<file path="src/rtl/period_meter.sv">
// rtl/period_meter.sv - measures period and high time of a slow asynchronous input in clk cycles
module period_meter #(
    parameter int          CNT_W       = 32,
    parameter int unsigned TIMEOUT_CYC = 250_000_000
) (
    input  logic             clk,
    input  logic             rst_n,
    input  logic             sig_in,
    input  logic             start,
    input  logic             cont,
    output logic [CNT_W-1:0] period,
    output logic [CNT_W-1:0] high_time,
    output logic             valid,
    output logic             busy,
    output logic             timeout
);
    typedef enum logic [2:0] {S_IDLE, S_ARM, S_HIGH, S_LOW, S_DONE} state_t;

    localparam logic [CNT_W-1:0] CNT_ONE  = {{(CNT_W-1){1'b0}}, 1'b1};
    localparam logic [CNT_W-1:0] CNT_MAX  = {CNT_W{1'b1}};
    localparam logic [CNT_W-1:0] TMO_LAST = CNT_W'(TIMEOUT_CYC - 1);

    state_t           state;
    state_t           state_nxt;
    logic             sync1;
    logic             sync2;
    logic             prev;
    logic             rise;
    logic             fall;
    logic             measuring;
    logic             tmo_hit;
    logic [CNT_W-1:0] cnt;
    logic [CNT_W-1:0] cnt_inc;
    logic [CNT_W-1:0] tmo;
    logic [CNT_W-1:0] hi_cap;

    always_ff @(posedge clk or negedge rst_n) begin
        if (!rst_n) begin
            sync1 <= 1'b0;
            sync2 <= 1'b0;
            prev  <= 1'b0;
        end else begin
            sync1 <= sig_in;
            sync2 <= sync1;
            prev  <= sync2;
        end
    end

    assign rise      = sync2 & ~prev;
    assign fall      = ~sync2 & prev;
    assign measuring = (state == S_ARM) || (state == S_HIGH) || (state == S_LOW);
    assign tmo_hit   = measuring && (tmo == TMO_LAST);
    assign cnt_inc   = (cnt == CNT_MAX) ? cnt : cnt + CNT_ONE;

    always_ff @(posedge clk or negedge rst_n) begin
        if (!rst_n) begin
            state <= S_IDLE;
        end else begin
            state <= state_nxt;
        end
    end

    // Timeout outranks any edge seen in the same cycle.
    always_comb begin
        state_nxt = state;
        case (state)
            S_IDLE: if (start) state_nxt = S_ARM;
            S_ARM: begin
                if (tmo_hit)   state_nxt = S_IDLE;
                else if (rise) state_nxt = S_HIGH;
            end
            S_HIGH: begin
                if (tmo_hit)   state_nxt = S_IDLE;
                else if (fall) state_nxt = S_LOW;
            end
            S_LOW: begin
                if (tmo_hit)   state_nxt = S_IDLE;
                else if (rise) state_nxt = S_DONE;
            end
            S_DONE:  state_nxt = cont ? S_HIGH : S_IDLE;
            default: state_nxt = S_IDLE;
        endcase
    end

    always_comb begin
        busy  = (state != S_IDLE);
        valid = (state == S_DONE);
    end

    // The closing rise restarts cnt so a continuous run stays aligned with the input.
    always_ff @(posedge clk or negedge rst_n) begin
        if (!rst_n) begin
            cnt       <= '0;
            tmo       <= '0;
            hi_cap    <= '0;
            period    <= '0;
            high_time <= '0;
            timeout   <= 1'b0;
        end else begin
            timeout <= tmo_hit;
            case (state)
                S_ARM, S_HIGH, S_LOW: begin
                    tmo <= tmo + CNT_ONE;
                    cnt <= cnt_inc;
                    if (!tmo_hit) begin
                        if (state == S_ARM && rise) begin
                            cnt <= '0;
                        end
                        if (state == S_HIGH && fall) begin
                            hi_cap <= cnt_inc;
                        end
                        if (state == S_LOW && rise) begin
                            period    <= cnt_inc;
                            high_time <= hi_cap;
                            cnt       <= '0;
                        end
                    end
                end
                S_DONE: begin
                    tmo <= '0;
                    cnt <= cnt_inc;
                end
                default: begin
                    tmo <= '0;
                    cnt <= '0;
                end
            endcase
        end
    end
endmodule
</file>
<file path="config.mk">
export PLATFORM = sky130hd
export DESIGN_NAME = period_meter
export DESIGN_NICKNAME = d
export VERILOG_FILES = /design/src/rtl/period_meter.sv
export SDC_FILE = /design/constraint.sdc
export NUM_CORES = 1
export LEC_CHECK = 0
export ABC_AREA = 1
export BUFFER_PORTS_ARGS = -buffer_cell sky130_fd_sc_hd__clkbuf_2
export CELL_PAD_IN_SITES_DETAIL_PLACEMENT = 0
export CELL_PAD_IN_SITES_GLOBAL_PLACEMENT = 1
export CORE_MARGIN = 1.5
export CORE_UTILIZATION = 44
export DETAILED_ROUTE_END_ITERATION = 6
export GPL_TIMING_DRIVEN = 0
export PLACE_DENSITY = 0.9
export SYNTH_ARGS = -nofsm -noshare
export SYNTH_HDL_FRONTEND = slang
export SYNTH_SLANG_ARGS = --single-unit
</file>
<file path="constraint.sdc">
create_clock -name clk -period 2.29 [get_ports clk]
set_clock_uncertainty 0.15 [all_clocks]
set_input_delay 0.1145 -clock clk [delete_from_list [all_inputs] [get_ports clk]]
set_output_delay 0.1145 -clock clk [all_outputs]
set_load 0.01 [all_outputs]
</file>
Word level (Yosys, flattened, before mapping). Cells that the tools add are included.

Register bits after elaboration: 167. Latch bits: 0. RAM bits: 0. Memory bits (read-only): 0. Input bits: 5. Word-level logic and storage cells: 54. Output and inout port bits: 67. Memories: 0.

Reduce and logical (&&, ||, !) cells: 12. Divide/modulo/power cells: 0. Mux-type cells: 15. Bitwise logic cells: 5. Shift-type cells: 0. $add $sub $neg: 2. $lt $le $gt $ge: 0. Multiply operators: 0. Equality and inequality tests: 10.

Operators with widths (count): $mux W32 (5); $add A32 B1 Y32 const B (2); $pmux W32 S2 (1); $eq A32 B28 Y1 const B (1); $eq A32 B32 Y1 const B (1); $mux W3 (7); $pmux W3 S5 (1); $ne A3 B3 Y1 const B (3); $eq A3 B2 Y1 const B (2); $reduce_and A3 Y1 (2); $logic_and A1 B1 Y1 (4); $reduce_and A4 Y1 (1); $eq A3 B1 Y1 const B (1); $eq A3 B3 Y1 const B (1); $logic_not A3 Y1 (1); $not A1 Y1 (3); $reduce_bool A3 Y1 (1); $reduce_or A3 Y1 (1); $and A1 B1 Y1 (2); $logic_or A1 B1 Y1 (2); $mux W2 (1); $ne A2 B2 Y1 const B (1).

Longest topological paths before layout.
Depth after elaboration: 7. Gate-level depth with buffers: 12. Mapped depth without buffers: 12.

Least setup slack after synthesis. Ideal clock, no wire load.

Kind: reg-to-reg. From: reg cnt[0]. To: reg hi_cap[0]. Arrival: 1.538 ns. Cell stages (with the launch flop): 12. Buffers on the path: 1. Data required time: 2.016 ns. Path slack: 0.478 ns. Library setup time: 0.124 ns. Cells stage by stage: dfrtp_1 -> ha_1 -> nand2_1 -> nor2_4 -> nand2_2 -> nor2_2 -> nand2_1 -> buf_6 -> inv_2 -> nand2_1 -> nand2_1 -> o21ai_1.

Cells in the longest elaborated chain, start to end: 2.

RTL lines: from (decl) (RTL line 32) `logic [CNT_W-1:0] cnt;`; from (signal assigned) (RTL line 104) `cnt <= cnt_inc;`; from (signal assigned) (RTL line 121) `cnt <= cnt_inc;`; $add A32 B1 Y32 or $eq A32 B32 Y1 (tied branches) (RTL line 53) `assign cnt_inc = (cnt == CNT_MAX) ? cnt : cnt + CNT_ONE;`; $mux W32 (*) (RTL line 53); to (signal assigned) (RTL line 110) `hi_cap <= cnt_inc;`; to (decl) (RTL line 35) `logic [CNT_W-1:0] hi_cap;`.

Every way passes the cells marked *; elsewhere a longest branch is shown, timed or not. A chain may end at the register's enable or synchronous reset.

Worst setup path in the final report.
From: reg cnt[1]. To: reg cnt[30].

Cells in the longest elaborated chain, start to end: 6.

RTL lines: $add A32 B1 Y32 or $eq A32 B32 Y1 (tied branches) (RTL line 53); $mux W32 (*) (RTL line 53); $mux W32 (RTL line 106) `if (state == S_ARM && rise) begin`; $mux W32 (RTL line 112) `if (state == S_LOW && rise) begin`; $mux W32 (RTL line 105) `if (!tmo_hit) begin`; $pmux W32 S2 (*) (RTL line 101) `case (state)`.

Marked as above.

==> impl_metrics.py <==
metrics = {
    "drt": {
        "via_count": 6706,
        "drt-pass1-iter-count": 5,
        "first_iter_violations": 421,
        "via_per_inst": 4.89,
        "wl_per_cell_um": 14.4,
        "drtAntennaViolNets": 0,
        "wirelength_mm": 19.7,
        "drc_errors": 0,
    },
    "floorplan": {
        "dieWidth_um": 138,
        "dieArea_sq_um": 19000,
        "coreArea_sq_um": 17900,
        "chipHeight_um": 138,
        "io_pins": 72,
        "start_util_pct": 44.6,
        "fp-row-count": 49,
    },
    "min_path": {
        "hold_path.class": "input port to async pin",
    },
    "setup_path": {
        "worst_ep_required_time_ns": 2.46,
        "r2r-start": "cnt[1]",
        "setup.worst_path.start": "cnt[1]",
        "crit_top_cell": "nand2_1",
        "worst-setup-path-type": "flop to flop",
        "crit_fanout": 5,
        "start_kind": "flop",
        "slowest_delay_ns": 0.40,
        "cp_cell_sequence": "ha_2 -> nand2_1 -> nor2_4 -> inv_1 -> nor2_4 -> inv_1 -> nor2_4 -> nand2_1 -> nand2_1 -> nand3_1 -> nand2_1 -> inv_1",
        "worstSetupEndpointType": "flop",
        "cp_slowest_cell": "dfrtp_1",
        "worstPathArrival_ns": 2.30,
    },
    "timing": {
        "fmax_mhz": 469,
        "setup_ws_ns": 0.157,
        "hold_viol": 0,
        "relSlewSlack_pct": 56.0,
        "finalSetupTns_ns": 0,
        "worst_pin_slew_ns": 0.660,
        "slew_violations": 0,
        "fin_crit_ns": 2.13,
        "finalCritPeriodShare_pct": 93.1,
        "setup_violations": 0,
        "holdWs_ns": 0.106,
    },
    "synth": {
        "ys_seq_elements": 167,
        "seq_area_frac_synth_pct": 52.3,
        "synth.area.top_cells": "dfrtp_1 52%, nand2_1 20%, nor2_1 5.6%, inv_1 4.4%, xor2_1 2.5%",
        "yosys_most_used_dff": "dfrtp_1",
        "yosys_warnings": 0,
        "yosysTopAreaCellShare_pct": 52.3,
        "postSynthAreaPerCell_sq_um": 7.74,
        "synthArstFlopShare_pct": 100,
        "synth_top_area_cell": "dfrtp_1",
        "synth_edf_count": 0,
        "yosys.cell_types.count": 35,
        "syn_inst": 1032,
        "synth_nets": 1039,
        "synth_area_sq_um": 7990,
    },
    "finish": {
        "final_common_cell": "nand2_1",
        "multi_input_area_sq_um": 3290,
        "areaGrowthSynthToFinish_pct": 16.7,
        "antenna_cells": 0,
        "drive_gt1_share_pct": 13.7,
        "design_area_sq_um": 9320,
        "register_area_sq_um": 4180,
        "fin_nets": 1139,
        "fill_cells": 1795,
        "mostFrequentLayoutCells": "425 x nand2_1, 166 x dfrtp_1, 120 x nor2_1, 94 x inv_1, 71 x clkbuf_2",
    },
    "clock_tree": {
        "cts_tree": "done",
        "clkLatencyLatePin_ns": 0.43,
        "clockBufferDepth": 2,
        "cts.htree.levels": 4,
        "clock_sinks": 167,
        "clk_pin_slew_ns": 0.06,
        "cts_inserted_buffers": 17,
        "cts-root-buf": "clkbuf_16",
    },
    "power": {
        "p_leak_nw": 4.83,
        "worst_ir_drop_vdd_uv": 532,
        "total_power_mw": 7.07,
        "pwr_density_cell_nw_per_um2": 759,
    },
    "grt": {
        "grt_pass1_vias": 6471,
        "grt_start_max_net_pins": 91,
        "grt_overflow": 0,
        "grtUsageTotal_pct": 22.6,
        "antenna_found_initial": 0,
        "grt_pass1_wl_mm": 32.9,
    },
    "placement": {
        "hpwl_mm": 14.8,
        "dp_slack_ns": 0.0271,
        "numPortBuffers": 71,
        "gp_congestion": 0.950,
        "place_area_sq_um": 8670,
    },
    "run": {
        "drv_cap": 0,
    },
    "run_status": {
        "status": "finished clean",
    },
}
==> layout make-up <==
cell class                 instances  area share (%)
inverter                          99            3.99
clock buffer                      19            4.64
sequential                       167            44.8
timing repair buffer              81            5.17
buffer                            27            1.92
multi-input combinational        739            35.3
clock inverter                     9            1.13
tap                              229            3.07
==> cells by family (layout without fill, tap and decap cells) <==
family,after synthesis,in the layout,synth area share (%)
DFF,167,167,52.3
AOI/OAI and AO/OA,53,53,3.40
xor gates and xnor gates,31,31,3.40
adders and majority gates,2,2,0.313
buffers and inverters,126,235,6.89
and+or+nand+nor,653,653,33.7
==> path summary, 6_finish.rpt <==
path	slack, ns	end	cells past startpoint
worst max-delay path	0.16	cnt[30]	12
worst min-delay path	0.11	high_time[8]	2
worst max register to register	0.16	cnt[30]	12
worst min register to register	0.20	sync2	0
max in group asynchronous	1.04	high_time[27]	3
min in group clk	0.18	sync1	2
==> critical path: cells and delay by family, from the launching register on <==
kind / cells / cell delay [ns]
simple gates: 8 / 0.98
fa+ha+maj: 1 / 0.26
flops: 1 / 0.40
buf+inv: 3 / 0.23
==> through the flow <==
| stage | instances | utilization (%) |
|---|---|---|
| CTS | 1365 | 51.7 |
| floorplan | 1032 | - |
| detailed placement | 1333 | 48.4 |
| global route | 1370 | 52.1 |
| global placement | 1332 | 48.2 |
| finish | 1370 | 52.1 |
==> flip-flops by register name, summed over array words and instances, names as in the netlist, 3 cells and up <==
name,cells
hi_cap,32
state,3
period,32
cnt,32
tmo,32
high_time,32
==> synthesized netlist by cell type (2+ instances only) <==
library cell,number
dfrtp_1,167
nand2_1,425
o21ai_1,13
and2_1,2
nor2_4,3
clkbuf_1,2
xor2_1,23
nand3_1,38
buf_4,4
or2_2,3
nor3_2,3
nor3_1,27
inv_1,94
ha_1,2
a21oi_1,13
xnor2_1,8
o21ai_0,24
inv_2,5
nand4_1,17
nor2_2,3
buf_2,13
nand2_2,4
nor2_1,120
a31oi_1,2
buf_6,6
nand3_2,2
==> power by group <==
| part | switching [mW] | internal, mW |
|---|---|---|
| logic | 0.805 | 0.352 |
| registers | 0.107 | 3.09 |
| clock network | 1.15 | 1.58 |
==> timing repair <==
item | in CTS | in global routing
setup buffers | 0 | 5
hold buffers | 4 | 0
resized for setup | 1 | 6
hold endpoints to repair | 80 | 0
setup endpoints to repair | 3 | 94
pin swaps | 0 | 4
==> metal layers <==
layer / GRT usage, % / share of wire, %
met1: 31.0 / 48
met5: 0 / 0
met4: 6.08 / 1.5
met2: 36.4 / 46
met3: 4.56 / 4.4
No activity file was read; power rests on OpenSTA's default activity.
